$ cat src/rtl/irq_req_latch_pkg.sv
// Shared definitions for the interrupt request latch: default widths, FSM
// encoding and the encoder-index to one-hot bit helper.
package irq_req_latch_pkg;

  localparam int DEF_WIDTH = 8;
  localparam int DEF_IDX_W = 3;

  typedef enum logic [1:0] {
    IDLE    = 2'd0,
    PRESENT = 2'd1,
    DRAIN   = 2'd2
  } state_t;

  // The encoder counts from the MSB: index 0 is bit WIDTH-1, index WIDTH-1 is bit 0.
  function automatic logic [DEF_WIDTH-1:0] idx_to_onehot(input logic [DEF_IDX_W-1:0] idx);
    return DEF_WIDTH'(1) << (DEF_IDX_W'(DEF_WIDTH - 1) - idx);
  endfunction

endpackage

$ cat src/rtl/irq_req_capture.sv
// Request capture: produces the per-cycle set vector for the pending register.
// IRQ_REQ_EDGE_EN selects rising-edge capture; otherwise requests are level-sensitive.
module irq_req_capture
  import irq_req_latch_pkg::*;
#(
  parameter int WIDTH = DEF_WIDTH
) (
`ifdef IRQ_REQ_EDGE_EN
  input  logic             clock,
  input  logic             reset,
`endif
  input  logic [WIDTH-1:0] req,
  output logic [WIDTH-1:0] set
);

`ifdef IRQ_REQ_EDGE_EN
  logic [WIDTH-1:0] req_q;

  always_ff @(posedge clock) begin
    if (reset) req_q <= '0;
    else       req_q <= req;
  end

  assign set = req & ~req_q;
`else
  assign set = req;
`endif

endmodule

$ cat src/rtl/irq_req_latch.sv
// Pending register plus snapshot FSM feeding the 8-bit priority encoder.
// Build option IRQ_REQ_EDGE_EN switches request capture to rising-edge mode.
module irq_req_latch
  import irq_req_latch_pkg::*;
#(
  parameter int WIDTH = DEF_WIDTH,
  parameter int IDX_W = DEF_IDX_W
) (
  input  logic             clock,
  input  logic             reset,
  input  logic [WIDTH-1:0] req_i,
  input  logic [WIDTH-1:0] mask_i,
  output logic [WIDTH-1:0] ir_o,
  output logic             ir_valid_o,
  input  logic [IDX_W-1:0] state_i,
  input  logic             ack_i,
  output logic [WIDTH-1:0] pend_o
);

  state_t           state;
  logic [WIDTH-1:0] pend;
  logic [WIDTH-1:0] set;
  logic [WIDTH-1:0] clr;

  irq_req_capture #(.WIDTH(WIDTH)) u_capture (
`ifdef IRQ_REQ_EDGE_EN
    .clock (clock),
    .reset (reset),
`endif
    .req   (req_i),
    .set   (set)
  );

  // Acks only count while a snapshot is being presented.
  always_comb begin
    clr = '0;
    if (state == PRESENT && ack_i) clr = idx_to_onehot(state_i);
  end

  // Set is OR-ed in after the clear so a same-cycle re-request keeps the bit pending.
  always_ff @(posedge clock) begin
    if (reset) begin
      pend       <= '0;
      ir_o       <= '0;
      ir_valid_o <= 1'b0;
      state      <= IDLE;
    end else begin
      pend <= (pend & ~clr) | set;
      case (state)
        IDLE: begin
          if ((pend & mask_i) != '0) begin
            ir_o       <= pend & mask_i;
            ir_valid_o <= 1'b1;
            state      <= PRESENT;
          end
        end
        PRESENT: begin
          if (ack_i) begin
            ir_valid_o <= 1'b0;
            state      <= DRAIN;
          end
        end
        DRAIN:   state <= IDLE;
        default: state <= IDLE;
      endcase
    end
  end

  assign pend_o = pend;

endmodule

$ cat config.mk
export PLATFORM = sky130hd
export DESIGN_NAME = irq_req_latch
export DESIGN_NICKNAME = d
export VERILOG_FILES = /design/src/rtl/irq_req_latch_pkg.sv /design/src/rtl/irq_req_capture.sv /design/src/rtl/irq_req_latch.sv
export SDC_FILE = /design/constraint.sdc
export NUM_CORES = 1
export LEC_CHECK = 0
export ABC_CLOCK_PERIOD_IN_PS = 2580
export CAP_MARGIN = 15
export CORE_UTILIZATION = 43
export DETAILED_ROUTE_END_ITERATION = 10
export PLACE_DENSITY_LB_ADDON = 0.15
export SLEW_MARGIN = 20
export SYNTH_ARGS = -nofsm -noshare
export SYNTH_HDL_FRONTEND = slang
export SYNTH_HIERARCHICAL = 1
export SYNTH_SLANG_ARGS = --single-unit
$ cat constraint.sdc
create_clock -name clock -period 2.58 [get_ports clock]
set_input_delay 0.387 -clock clock [delete_from_list [all_inputs] [get_ports clock]]
set_output_delay 0.387 -clock clock [all_outputs]
set_load 0.005 [all_outputs]
==> impl_metrics.csv <==
group,metric,value,unit
floorplan,initial_core_util,0.4772,
timing,tns,0,ns
critical_path,worstSetupPathType,"register to output pin",
grt,antenna_found_initial,0,
drt,vias_per_cell,5.560,
critical_path,cpPeakStageDelay,0.53,ns
finish,fillerInstances,162,
timing,skew,0.002915,ns
cts,cts_setup_buffers,0,
synth,synth.top_cell.area_share,0.4471,
synth,yosysMostFrequentCell,"dfxtp_1",
timing,worst_slack,0.9392,ns
floorplan,fp.dieW,46.48,um
timing,tightest_slew,0.7232,ns
critical_path,crit_chain,"clkdlybuf4s50_1",
placement,pre_cts_ws,0.7881,ns
synth,synth_area,850.8,um2
synth,syn-mean-instance-area,9.051,um2
power_and_ir_drop,power_frac_seq,0.530,
synth,syn_inst,94,
critical_path,endpoint,"pend_o[2]",
floorplan,pin_count,39,
synth,synthTopCellsByArea,"dfxtp_1 (45%), buf_4 (7.9%), a311oi_1 (7.2%), a31oi_1 (5.9%), nand2_1 (4.0%)",
outcome,status,"completed",
critical_path,path_depth,1,
finish,regArea,380.4,um2
synth,synth_compound_area_frac,0.2485,
floorplan,core-area,1783,um2
power_and_ir_drop,report.power.total,0.0006297,W
critical_path,path_buf_inv,1,
timing,setup_viol,0,
grt,grt_pass1_wl,3056,um
finish,multi_input_area,369.1,um2
floorplan,die_h,46.48,um
finish,diodes,0,
power_and_ir_drop,max-vdd-ir-drop,296.9,uV
synth,synth_enable_flop_cells,0,
timing,max-slew-margin-rel,0.5163,
synth,synthXorXnorAreaFrac,0,
synth,ys_types,24,
drt,dr.pass1.iters,4,
power_and_ir_drop,p_int,0.0004565,W
finish,area_delta_synth_final,42.79,%
critical_path,crit_arrival,1.25,ns
critical_path,cp-start-kind,"register",
cts,cts_tree,"built",
placement,hpwl,1487,um
power_and_ir_drop,powerDensity,518.3,nW/um2
critical_path,r2r_end,"ir_o[7]",
synth,synth-simple-area-share,0.1853,
cts,htreeDepth,1,
synth,synth-async-reset-ratio,0,
power_and_ir_drop,p_switching,0.0001732,W
finish,drive_above_1_share,0.06400,
critical_path,critPathLaunch,"pend_o[2]",
cts,ctsResizeCount,0,
critical_path,regToRegSetupSlack,1.27,ns
cts,root_buffer,"clkbuf_4",
power_and_ir_drop,power_frac_clock,0.242,
critical_path,worstSetupEndpointType,"output pin",
cts,worstSkewPairLatency,0.30,ns
synth,synth_mux_area_frac,0,
run,timing.max_cap.violations,0,
synth,yosys.area_share.adder,0,
floorplan,dieArea,2160,um2
drt,vias,834,
synth,synth.largest_area_cell,"dfxtp_1",
synth,syn-num-nets,116,
cts,cts.sinks,19,
critical_path,reg2reg_from,"pend_o[2]",
grt,grt_max_degree,21,
timing,rsz0062_at_grt,"no",
drt,drtIter0Drc,12,
synth,synth_top_family_by_area,"compound AO/OA/AOI/OAI gates",
power_and_ir_drop,switching_share,0.2750,
drt,drt_wl_total,1983,um
placement,place.gp.congestion,0.7384,
critical_path,critical-path-slowest-cell,"clkdlybuf4s50_1",
floorplan,core.rowCount,15,
critical_path,critical_path_required,2.19,ns
timing,hold_viol,0,
cts,holdBufCountCts,0,
timing,maxClockFrequency,609.5,MHz
synth,ys_seq_area_frac,0.4471,
cts,ctsLongestPathBuffers,2,
finish,nNetsFinal,148,
synth,yosysWarnings,6,
critical_path,path_max_fanout,4,
power_and_ir_drop,power_frac_comb,0.228,
drt,drc,0,
grt,overflow,0,
critical_path,r2r_cells,4,
cts,numCtsBuffers,3,
critical_path,crit_family,"buffers and inverters",
grt,grt_pass1_vias,715,
cts,path_clk_slew,0.11,ns
synth,synth_common_cells,"dfxtp_1 (19), buf_4 (9), nand2_1 (9), a31oi_1 (8)",
drt,ant_nets,0,
grt,track_usage,0.2042,
drt,wl_per_cell,13.22,um
min_path,hold_class,"register to register",
power_and_ir_drop,p_leak,0.4336,nW
synth,synth.ff_latch_count,19,
timing,period_share,0.6360,
timing,post-route-min-period,1.641,ns
timing,final-max-slew-violation-count,0,
placement,numPortBuffers,38,
synth,synthFlopType,"dfxtp_1",
==> worst min-delay path by stage <==
stage | slack [ns] | startpoint | end | cells after the start
final | 0.51 | ir_valid_o | ir_valid_o | 1
after global routing | 0.54 | ir_valid_o | ir_valid_o | 1
after floorplan | 0.49 | ir_valid_o | ir_valid_o | 1
after detailed placement | 0.49 | ir_valid_o | ir_valid_o | 1
after CTS | 0.51 | ir_valid_o | ir_valid_o | 1
after global placement | 0.48 | ir_valid_o | ir_valid_o | 1
==> power by group through the flow <==
stage | registers (W) | logic (W) | clock network, W
5_1_grt | 0.000337 | 0.000156 | 0.000166
3_3_place_gp | 0.000339 | 0.000141 | 0
6_report | 0.000333 | 0.000144 | 0.000153
3_5_place_dp | 0.000340 | 0.000143 | 0
2_1_floorplan | 0.000338 | 0.0000725 | 0
4_1_cts | 0.000333 | 0.000144 | 0.000154
==> per-layer routing <==
layer  track usage  wire [um]
met1        0.2601        912
met2        0.3250        915
met3       0.04706        117
met4       0.08824         38
met5             0          0
==> flip-flops by register name, summed over array words and instances (netlist names) <==
signal and cells:
ir_o 8, ir_valid_o 1, pend_o 8, state 2
==> final cells by class <==
| type | count | share of cell area |
|---|---|---|
| Timing Repair Buffer | 38 | 0.3131 |
| Tap cell | 25 | 0.02575 |
| Sequential cell | 19 | 0.3131 |
| Clock buffer | 3 | 0.01854 |
| Multi-Input combinational cell | 57 | 0.3038 |
| Inverter | 7 | 0.02163 |
| Clock inverter | 1 | 0.004119 |
==> cell usage in the layout, fill, tap and decap left out <==
master,netlist,routed
clkdlybuf4s50_1,0,38
dfxtp_1,19,19
nand2_1,9,9
a31oi_1,8,8
a311oi_1,7,7
inv_1,7,7
o21ai_0,6,6
a21oi_1,6,6
nor3_1,3,3
nor2_1,3,3
clkbuf_4,0,3
nor4_1,2,2
nand2b_1,2,2
and2_1,1,1
and4_4,1,1
nand4_4,1,1
nor2_4,1,1
nand3b_1,1,1
a32o_1,1,1
or2_1,1,1
a211oi_1,1,1
o21a_1,1,1
nand4b_1,1,1
a311oi_2,1,1
clkinv_2,0,1
==> stage by stage <==
stage	utilization	hold slack, ns	std cells	instance area [um2]
2_1_floorplan	-	0.4935	94	850.8
3_3_place_gp	0.6660	0.4796	146	1187
3_5_place_dp	0.6660	0.4866	146	1187
4_1_cts	0.6814	0.5112	150	1215
5_1_grt	0.6814	0.5396	150	1215
6_report	0.6814	0.5065	150	1215
==> cell families (layout without fill, tap and decap cells) <==
group                  after synthesis  in the layout
AO/OA/AOI/OAI                       31             31
buffers and inverters               18             49
flip-flops                          19             19
AND/OR/NAND/NOR                     26             26
(Power assumes the default switching activity.)
